[src/rtl/jtag_pkg.sv]
// Shared JTAG definitions: IEEE 1149.1 TAP state encodings and the TMS-driven
// next-state function, for reuse by any block that tracks a TAP controller.
package jtag_pkg;

   localparam int unsigned TAP_STATE_W = 4;

   localparam logic [TAP_STATE_W-1:0] TAP_TLR    = 4'hF;
   localparam logic [TAP_STATE_W-1:0] TAP_RTI    = 4'hC;
   localparam logic [TAP_STATE_W-1:0] TAP_SELDR  = 4'h7;
   localparam logic [TAP_STATE_W-1:0] TAP_CAPDR  = 4'h6;
   localparam logic [TAP_STATE_W-1:0] TAP_SHDR   = 4'h2;
   localparam logic [TAP_STATE_W-1:0] TAP_EX1DR  = 4'h1;
   localparam logic [TAP_STATE_W-1:0] TAP_PAUDR  = 4'h3;
   localparam logic [TAP_STATE_W-1:0] TAP_EX2DR  = 4'h0;
   localparam logic [TAP_STATE_W-1:0] TAP_UPDDR  = 4'h5;
   localparam logic [TAP_STATE_W-1:0] TAP_SELIR  = 4'h4;
   localparam logic [TAP_STATE_W-1:0] TAP_CAPIR  = 4'hE;
   localparam logic [TAP_STATE_W-1:0] TAP_SHIR   = 4'hA;
   localparam logic [TAP_STATE_W-1:0] TAP_EX1IR  = 4'h9;
   localparam logic [TAP_STATE_W-1:0] TAP_PAUIR  = 4'hB;
   localparam logic [TAP_STATE_W-1:0] TAP_EX2IR  = 4'h8;
   localparam logic [TAP_STATE_W-1:0] TAP_UPDIR  = 4'hD;

   // TAP transition taken on a TCK rising edge for the sampled TMS value
   function automatic logic [TAP_STATE_W-1:0] tap_next(input logic [TAP_STATE_W-1:0] state,
                                                       input logic tms);
      logic [TAP_STATE_W-1:0] nxt;
      nxt = TAP_TLR;
      case (state)
         TAP_TLR:   nxt = tms ? TAP_TLR   : TAP_RTI;
         TAP_RTI:   nxt = tms ? TAP_SELDR : TAP_RTI;
         TAP_SELDR: nxt = tms ? TAP_SELIR : TAP_CAPDR;
         TAP_CAPDR: nxt = tms ? TAP_EX1DR : TAP_SHDR;
         TAP_SHDR:  nxt = tms ? TAP_EX1DR : TAP_SHDR;
         TAP_EX1DR: nxt = tms ? TAP_UPDDR : TAP_PAUDR;
         TAP_PAUDR: nxt = tms ? TAP_EX2DR : TAP_PAUDR;
         TAP_EX2DR: nxt = tms ? TAP_UPDDR : TAP_SHDR;
         TAP_UPDDR: nxt = tms ? TAP_SELDR : TAP_RTI;
         TAP_SELIR: nxt = tms ? TAP_TLR   : TAP_CAPIR;
         TAP_CAPIR: nxt = tms ? TAP_EX1IR : TAP_SHIR;
         TAP_SHIR:  nxt = tms ? TAP_EX1IR : TAP_SHIR;
         TAP_EX1IR: nxt = tms ? TAP_UPDIR : TAP_PAUIR;
         TAP_PAUIR: nxt = tms ? TAP_EX2IR : TAP_PAUIR;
         TAP_EX2IR: nxt = tms ? TAP_UPDIR : TAP_SHIR;
         TAP_UPDIR: nxt = tms ? TAP_SELDR : TAP_RTI;
         default:   nxt = TAP_TLR;
      endcase
      return nxt;
   endfunction

endpackage

[src/rtl/jtag_tms_sniffer_if.sv]
// Control/status bundle between a TMS sniffer and its owner (pattern driver
// self-check or trace trigger logic).
interface jtag_tms_sniffer_if #(
   parameter int unsigned W = 16
);
   logic [W-1:0] pattern;
   logic         arm;
   logic         armed;
   logic         match;
   logic         matched;
   logic [7:0]   bit_count;
   logic [3:0]   tap_state;
   logic         tck_edge;

   modport master (
      output pattern, arm,
      input  armed, match, matched, bit_count, tap_state, tck_edge
   );

   modport slave (
      input  pattern, arm,
      output armed, match, matched, bit_count, tap_state, tck_edge
   );
endinterface

[src/rtl/jtag_line_filter.sv]
// Brings one asynchronous JTAG line into clk: 2-flop synchronizer, plus an
// optional deglitch stage when JTAG_SNIFF_DEGLITCH_EN is defined.
module jtag_line_filter #(
   parameter int unsigned pFILTER_LEN = 3,
   parameter logic        pRESET_VAL  = 1'b0
) (
   input  logic clk,
   input  logic reset,
   input  logic line_in,
   output logic line_s
);

   localparam int unsigned CNT_W = 4;

   if (pFILTER_LEN < 2 || pFILTER_LEN > 15) begin : g_bad_filter_len
      $error("jtag_line_filter: pFILTER_LEN out of range 2..15");
   end

   logic sync1_q;
   logic sync2_q;

   always_ff @(posedge clk) begin
      if (reset) begin
         sync1_q <= pRESET_VAL;
         sync2_q <= pRESET_VAL;
      end else begin
         sync1_q <= line_in;
         sync2_q <= sync1_q;
      end
   end

`ifdef JTAG_SNIFF_DEGLITCH_EN
   logic             filt_q;
   logic [CNT_W-1:0] cnt_q;

   // Output follows the line only once it has disagreed for pFILTER_LEN samples in a row
   always_ff @(posedge clk) begin
      if (reset) begin
         filt_q <= pRESET_VAL;
         cnt_q  <= '0;
      end else if (sync2_q == filt_q) begin
         cnt_q <= '0;
      end else if (cnt_q == CNT_W'(pFILTER_LEN - 1)) begin
         filt_q <= sync2_q;
         cnt_q  <= '0;
      end else begin
         cnt_q <= cnt_q + CNT_W'(1);
      end
   end

   assign line_s = filt_q;
`else
   assign line_s = sync2_q;
`endif

endmodule

[src/rtl/jtag_tms_sniffer.sv]
// Passive TCK/TMS observer: tracks the TAP state and flags a one-shot match of
// the last pPATTERN_WIDTH TMS bits. Optional input deglitch: JTAG_SNIFF_DEGLITCH_EN.
module jtag_tms_sniffer
   import jtag_pkg::*;
#(
   parameter int unsigned pPATTERN_WIDTH = 16,
   parameter int unsigned pFILTER_LEN    = 3
) (
   input  logic               clk,
   input  logic               reset,
   input  logic               tck_in,
   input  logic               tms_in,
   jtag_tms_sniffer_if.slave  bus
);

   localparam int unsigned W     = pPATTERN_WIDTH;
   localparam int unsigned CNT_W = 8;

   if (W < 1 || W > 64) begin : g_bad_width
      $error("jtag_tms_sniffer: pPATTERN_WIDTH out of range 1..64");
   end

   logic tck_s;
   logic tms_s;
   logic tck_prev_q;
   logic edge_c;

   jtag_line_filter #(.pFILTER_LEN(pFILTER_LEN), .pRESET_VAL(1'b0)) u_tck_filter (
      .clk     (clk),
      .reset   (reset),
      .line_in (tck_in),
      .line_s  (tck_s)
   );

   jtag_line_filter #(.pFILTER_LEN(pFILTER_LEN), .pRESET_VAL(1'b1)) u_tms_filter (
      .clk     (clk),
      .reset   (reset),
      .line_in (tms_in),
      .line_s  (tms_s)
   );

   assign edge_c = tck_s & ~tck_prev_q;

   logic                   armed_q,     armed_n;
   logic                   match_q,     match_n;
   logic                   matched_q,   matched_n;
   logic [CNT_W-1:0]       bit_count_q, bit_count_n;
   logic [TAP_STATE_W-1:0] tap_q,       tap_n;
   logic                   tck_edge_q,  tck_edge_n;
   logic [W-1:0]           sr_q,        sr_n;

   always_ff @(posedge clk) begin
      if (reset) begin
         tck_prev_q  <= 1'b0;
         armed_q     <= 1'b0;
         match_q     <= 1'b0;
         matched_q   <= 1'b0;
         bit_count_q <= '0;
         tap_q       <= TAP_TLR;
         tck_edge_q  <= 1'b0;
         sr_q        <= '0;
      end else begin
         tck_prev_q  <= tck_s;
         armed_q     <= armed_n;
         match_q     <= match_n;
         matched_q   <= matched_n;
         bit_count_q <= bit_count_n;
         tap_q       <= tap_n;
         tck_edge_q  <= tck_edge_n;
         sr_q        <= sr_n;
      end
   end

   // tck_edge_q marks the cycle right after a history update, so the compare sees fresh sr/bit_count
   always_comb begin
      armed_n     = armed_q;
      match_n     = 1'b0;
      matched_n   = matched_q;
      bit_count_n = bit_count_q;
      tap_n       = tap_q;
      tck_edge_n  = edge_c;
      sr_n        = sr_q;

      if (edge_c) begin
         tap_n = tap_next(tap_q, tms_s);
      end

      if (bus.arm) begin
         armed_n     = 1'b1;
         matched_n   = 1'b0;
         bit_count_n = '0;
         sr_n        = '0;
      end else begin
         if (edge_c && armed_q) begin
            sr_n = (sr_q >> 1) | (W'(tms_s) << (W - 1));
            if (bit_count_q != '1) begin
               bit_count_n = bit_count_q + CNT_W'(1);
            end
         end
         if (tck_edge_q && armed_q && (bit_count_q >= CNT_W'(W)) && (sr_q == bus.pattern)) begin
            match_n   = 1'b1;
            matched_n = 1'b1;
            armed_n   = 1'b0;
         end
      end
   end

   assign bus.armed     = armed_q;
   assign bus.match     = match_q;
   assign bus.matched   = matched_q;
   assign bus.bit_count = bit_count_q;
   assign bus.tap_state = tap_q;
   assign bus.tck_edge  = tck_edge_q;

endmodule

[src/flat_wrapper.sv]
// flat-port wrapper written by rule: the top's interface ports become plain ports
module jtag_tms_sniffer_flat import jtag_pkg::*;
#(
   parameter int unsigned pPATTERN_WIDTH = 16,
   parameter int unsigned pFILTER_LEN    = 3
)
  (clk, reset, tck_in, tms_in, bus_pattern, bus_arm, bus_armed, bus_match, bus_matched, bus_bit_count, bus_tap_state, bus_tck_edge);
  jtag_tms_sniffer_if #(.W((16))) bus_i ();
  input  logic clk;
  input  logic reset;
  input  logic tck_in;
  input  logic tms_in;
  input wire logic [$bits(bus_i.pattern)-1:0] bus_pattern;
  input wire logic [$bits(bus_i.arm)-1:0] bus_arm;
  output wire logic [$bits(bus_i.armed)-1:0] bus_armed;
  output wire logic [$bits(bus_i.match)-1:0] bus_match;
  output wire logic [$bits(bus_i.matched)-1:0] bus_matched;
  output wire logic [$bits(bus_i.bit_count)-1:0] bus_bit_count;
  output wire logic [$bits(bus_i.tap_state)-1:0] bus_tap_state;
  output wire logic [$bits(bus_i.tck_edge)-1:0] bus_tck_edge;
  assign bus_i.pattern = bus_pattern;
  assign bus_i.arm = bus_arm;
  assign bus_armed = bus_i.armed;
  assign bus_match = bus_i.match;
  assign bus_matched = bus_i.matched;
  assign bus_bit_count = bus_i.bit_count;
  assign bus_tap_state = bus_i.tap_state;
  assign bus_tck_edge = bus_i.tck_edge;
  jtag_tms_sniffer #(.pPATTERN_WIDTH(pPATTERN_WIDTH), .pFILTER_LEN(pFILTER_LEN)) u_core (.clk(clk), .reset(reset), .tck_in(tck_in), .tms_in(tms_in), .bus(bus_i));
endmodule
[config.mk]
export PLATFORM = sky130hd
export DESIGN_NAME = jtag_tms_sniffer_flat
export DESIGN_NICKNAME = d
export VERILOG_FILES = /design/src/rtl/jtag_pkg.sv /design/src/rtl/jtag_tms_sniffer_if.sv /design/src/rtl/jtag_line_filter.sv /design/src/rtl/jtag_tms_sniffer.sv /design/src/flat_wrapper.sv
export SDC_FILE = /design/constraint.sdc
export NUM_CORES = 1
export LEC_CHECK = 0
export BUFFER_PORTS_ARGS = -buffer_cell sky130_fd_sc_hd__buf_2
export CAP_MARGIN = 20
export CORE_ASPECT_RATIO = 0.5
export CORE_MARGIN = 4
export CORE_UTILIZATION = 40
export DETAILED_ROUTE_END_ITERATION = 8
export PLACE_DENSITY = 0.71
export SYNTH_ARGS = -nofsm -noshare
export SYNTH_HDL_FRONTEND = slang
export SYNTH_SLANG_ARGS = --single-unit
[constraint.sdc]
create_clock -name clk -period 3.8 [get_ports clk]
set_clock_uncertainty 0.15 [all_clocks]
set_input_delay 0.38 -clock clk [delete_from_list [all_inputs] [get_ports clk]]
set_output_delay 0.38 -clock clk [all_outputs]
set_load 0.05 [all_outputs]
# Yosys cells after proc, flatten, opt, wreduce, memory -nomap -nowiden
# Index checks and enable logic that the tools add are counted.
word_totals:
  ff_bits: 37
  in_bits: 21
  elab_cells: 61
classes:
  add_sub_neg: 1
  magnitude_cmp: 1
  n_eq_ne: 17
  n_mux: 16
  bitwise: 3
  n_reduce_logical: 11
ops:
  columns: ["operator", "n"]
  rows:
  - ["$pmux 4 s12", 1]
  - ["$eq 4x4->1 const B", 8]
  - ["$eq 16x16->1", 1]
  - ["$eq 4x3->1 const B", 4]
  - ["$or 15x16->16", 1]
  - ["$mux 2", 6]
  - ["$mux 3", 4]
  - ["$add 8x1->8 const B", 1]
  - ["$eq 4x2->1 const B", 2]
  - ["$ge 8x5->1 const B", 1]
  - ["$ne 8x8->1 const B", 1]
  - ["$reduce_or 2->1", 3]
  - ["$eq 4x1->1 const B", 1]
  - ["$logic_and 1x1->1", 4]
  - ["$logic_not 4->1", 1]
  - ["$mux 1", 4]
  - ["$mux 4", 1]
  - ["$reduce_or 3->1", 1]
  - ["$reduce_and 2->1", 1]
  - ["$reduce_bool 2->1", 1]
  - ["$and 1x1->1", 1]
  - ["$not 1->1", 1]

# Longest topological paths before layout
depth:
  word_depth: 5
  mapped_depth: 5
  ltp_nobuf: 5

# Hierarchy
# Synthesis repeated with hierarchy kept, for this count alone.
unflattened:
  hier_cells: 191
  area_unflattened_um2: 1611.5
modules_own_cells:
  columns: ["module", "instances", "cells_per_inst", "area_each_um2", "seq_area_each_um2"]
  rows:
  - ["jtag_tms_sniffer", 1, 183, 1506.4, 660.6]
  - ["jtag_line_filter", 2, 4, 52.6, 40.0]

# Least setup slack after synthesis
# No wires, ideal clock.
synth_path:
  path_kind: "reg2reg"
  startpoint: "reg u_core.bit_count_q[1] (netlist: u_core.bus.bit_count[1])"
  endpoint: "reg u_core.bit_count_q[1] (netlist: u_core.bus.bit_count[1])"
  t_arrival_ns: 1.754
  required_ns: 3.522
  path_slack_ns: 1.769
  stages_incl_launch_ff: 6
  n_path_buf: 0
  period_less_slack_ns: 2.031
  path_cell_list: "dfxtp_1 ha_1 nand4_1 o21ai_0 mux2i_1 nor2_1"
synth_via:
  elab_chain_len: 2
  elab_cells_between_ends: 3
  classes_between: "add/sub (1); eq/ne (1); reduce/logical (1)"
synth_rtl:
  columns: ["item", "line_no", "rtl"]
  rows:
  - ["start, declared", "jtag_tms_sniffer.sv:47", "logic [CNT_W-1:0] bit_count_q, bit_count_n;"]
  - ["start signal, assigned", "jtag_tms_sniffer.sv:67", "bit_count_q <= bit_count_n;"]
  - ["parallel branches: the longest is 2 deep, another holds $add 8x1->8", null, null]
# Parallel ways; which one is timed is not known.
# A chain may end at the register's enable or synchronous reset.

# Final worst setup path
layout_path:
  startpoint: "reg u_core.armed_q (netlist: u_core.bus.armed)"
  endpoint: "reg u_core.bit_count_q[1] (netlist: u_core.bus.bit_count[1])"
layout_via:
  elab_chain_len: 2
layout_rtl:
  columns: ["item", "line_no", "rtl"]
  rows:
  - ["start, declared", "jtag_tms_sniffer.sv:44", "logic armed_q, armed_n;"]
  - ["start signal, assigned", "jtag_tms_sniffer.sv:64", "armed_q <= armed_n;"]
  - ["$logic_and 1x1->1", "jtag_tms_sniffer.sv:94", "if (edge_c && armed_q) begin"]
  - ["$reduce_and 2->1 (no source line)", null, null]
# No other way between the ends.

==> impl_results.md <==
* Run status: complete, no violations
* DPL Wire Length at 2.61 mm
* IR drop worst, VDD at 143 uV
* Vias in the first global route at 1305
* DR pass1 iterations at 4
* Least-Margin Pin Slew at between 600 and 700 ps
* # DRC at 0
* Most frequent cells in the layout: nand2_1 (38), dfxtp_1 (37), buf_2 (36)
* Yosys reg bits at 37
* Startpoint types: flop
* Worst relative slew slack at 0.556
* Ys Warns at 0
* Global-route wire length before repair at 5.78 mm
* Psw at 0.000181 W
* Power per Cell Area at roughly 390 nW/um^2
* Number of setup violations in the final report at 0
* Post-synthesis cell type count at 36
* Mapped Area at 1640 sq um
* Die Ht at 53.3 um
* Layout overhead on the synthesized area at 19.6%
* Root buf cell: clkbuf_8
* Crit path to: u_core.bus.bit_count[1]
* GR Util All Layers at 0.140
* Worst Setup SP: u_core.bus.armed
* FF-to-FF Start: u_core.bus.armed
* Worst endpoint data arrival time at 1950 ps
* Fin. Hold Viols at 0
* Post-CTS Setup Bufs at 0
* CP required at 3820 ps
* N_diodes at 0
* P_int at 0.000580 W
* Sequential Power Share at 0.527
* Crit path time final at about 1900 ps
* Slowest-stage cell, CP: and3b_1
* Largest net degree at the start of global routing at 26
* Post-Syn Nets at 217
* RSZ-0062 raised after global routing: no
* Synth Flop Type: dfxtp_1
* CTS sink count at 37
* Hold-fix buffers at CTS at 0
* Setup TNS at 0 ps
* Clock share of power at 0.393
* Initial Utilization at 0.418
* Leading cell type in the layout, fill and taps excluded: nand2_1
* I/O Pins at 37
* Max-cap violations at 0
* H-Tree Depth at 2
* Final std cells w/o fill at 285
* Instance count of the mapped netlist at 194
* Die width at between 90 and 100 um
* Crit Path Max Fanout at 20
* Post-synthesis async set-or-reset flop share at 0
* Die area at 5260 sq um
* Reg2Reg Depth at 4
* Initial antenna violation count at 0
* Gate power share at 0.080
* Num CTS Buffers at 5
* Max Freq at 518 MHz
* Crit. End Element: flop
* Crit Path Category: reg2reg
* Worst Hold Class: in2reg
* Layout cells sized above 1 at 0.212
* Core Rows at 16
* Crit-path cells: and3b_1 -> o21ai_0 -> mux2i_1 -> nor2_1
* NumNets Final at 253
* Clock Pin Slew Worst Setup and Hold Paths at 80 ps
* DRT antenna net count at 0
* Resize count post-CTS at 0
* Vias per inst at 5.04
* Buffers on Ports at 36
* Drt initial violations at 90
* RD Place Congestion at 0.825
* CTS tree: built
* Synthesized area per cell at 8.46 sq um
* Placed cells at 277
* Max-slew violations at 0
* Pleak at 0.832 nW
* Clock Tree Buf Depth at 2
* GRT overflow at 0
* Sequential area share after synthesis at 0.451
* Total Power at approximately 0.00076 W
* Wire per inst at 12.7 um
* Via count at 1437
* Switching Fraction at 0.238
* Worst-Skew Late Latency at 290 ps
* Core area at between 3000 and 4000 sq um
* Reg2reg setup slack at 1870 ps
* Max incr delay on CP at 620 ps
* Routed wire length at 3.63 mm
* Final Cycle Share at 0.508
* Worst R2R End: u_core.bus.bit_count[1]
* Post-synth EDFFs at 0
## cell families (layout without fill, tap and decap cells)
| logic type | Yosys count | count (layout) | synth area share |
|---|---|---|---|
| AO/OA/AOI/OAI | 40 | 40 | 0.145 |
| XOR/XNOR | 20 | 20 | 0.107 |
| adder cells (fa/ha/maj) | 2 | 2 | 0.0152 |
| buffers and inverters | 11 | 48 | 0.0259 |
| flip-flops | 37 | 37 | 0.451 |
| multiplexers | 1 | 1 | 0.00610 |
| AND/OR/NAND/NOR | 83 | 83 | 0.250 |
## registers in the layout (all words and copies together), names as in the netlist
register                     flops
u_core.bus.matched               1
u_core.bus.bit_count             8
u_core.u_tck_filter.line_s       1
u_core.bus.tck_edge              1
u_core.u_tck_filter.sync1_q      1
u_core.u_tms_filter.line_s       1
u_core.bus.match                 1
u_core.u_tms_filter.sync1_q      1
u_core.bus.armed                 1
u_core.bus.tap_state             4
u_core.tck_prev_q                1
u_core.sr_q                     16
## cell type report
cell class / count / area, sq um
fill: 397 / 1960
multi-input combinational: 146 / 858
sequential: 37 / 741
timing repair buffer: 36 / 180
clock buffer: 7 / 96.3
tap: 54 / 67.6
inverter: 4 / 15.0
clock inverter: 1 / 5.00
## critical path: cells and delay by family, from the launching register on
kind / cells / cell delay (ps)
compound gates: 1 / 340
flops: 1 / 420
mux: 1 / 230
simple gates: 2 / 670
## worst min path at each step
stage                                      startpoint                           to  slack, ps  depth (start not counted)
after global placement    u_core.u_tms_filter.sync1_q   u_core.u_tms_filter.line_s        240                          1
after global routing                           tms_in  u_core.u_tms_filter.sync1_q        130                          2
after CTS                                      tms_in  u_core.u_tms_filter.sync1_q        120                          2
after detailed placement  u_core.u_tms_filter.sync1_q   u_core.u_tms_filter.line_s        250                          1
final                                          tms_in  u_core.u_tms_filter.sync1_q        130                          2
after floorplan           u_core.u_tms_filter.sync1_q   u_core.u_tms_filter.line_s        240                          1
## cells in the mapped netlist (all sizes together), types with 2 or more instances
cell    instances  area share
nand2          38       0.087
dfxtp          37        0.45
a21oi          22       0.067
xor2           17       0.091
nor2           11       0.025
nor4            8       0.030
clkbuf          5       0.011
nand3           5       0.015
nor2b           5       0.019
o21ai           5       0.015
or2             5       0.019
inv             4      0.0091
nand4           3       0.011
o211ai          3       0.014
xnor2           3       0.016
a31oi           2      0.0076
buf             2      0.0053
ha              2       0.015
o31ai           2      0.0091
## power by group through the flow
stage	clock (W)	combinational, W	sequential [W]
6_report	0.000299	0.0000611	0.000401
4_1_cts	0.000307	0.0000616	0.000400
5_1_grt	0.000326	0.0000666	0.000402
3_3_place_gp	0	0.0000607	0.000409
2_1_floorplan	0	0.0000285	0.000420
3_5_place_dp	0	0.0000613	0.000410
## stage by stage
stage	cell area [sq um]	setup slack, ps	utilization	hold slack, ps
floorplan	1640	1770	-	239
global placement	1860	1920	0.474	240
detailed placement	1860	1860	0.474	254
CTS	1960	1860	0.500	121
global route	1960	1660	0.500	132
finish	1960	1870	0.500	126
## per-layer routing
metal	vias to the layer above	GRT usage	routed length, um
met4	0	0.0431	29
met3	4	0.0553	253
met1	667	0.183	1780
li1	737	-	-
met2	29	0.213	1560
met5	-	0	0
(Power assumes the default switching activity.)
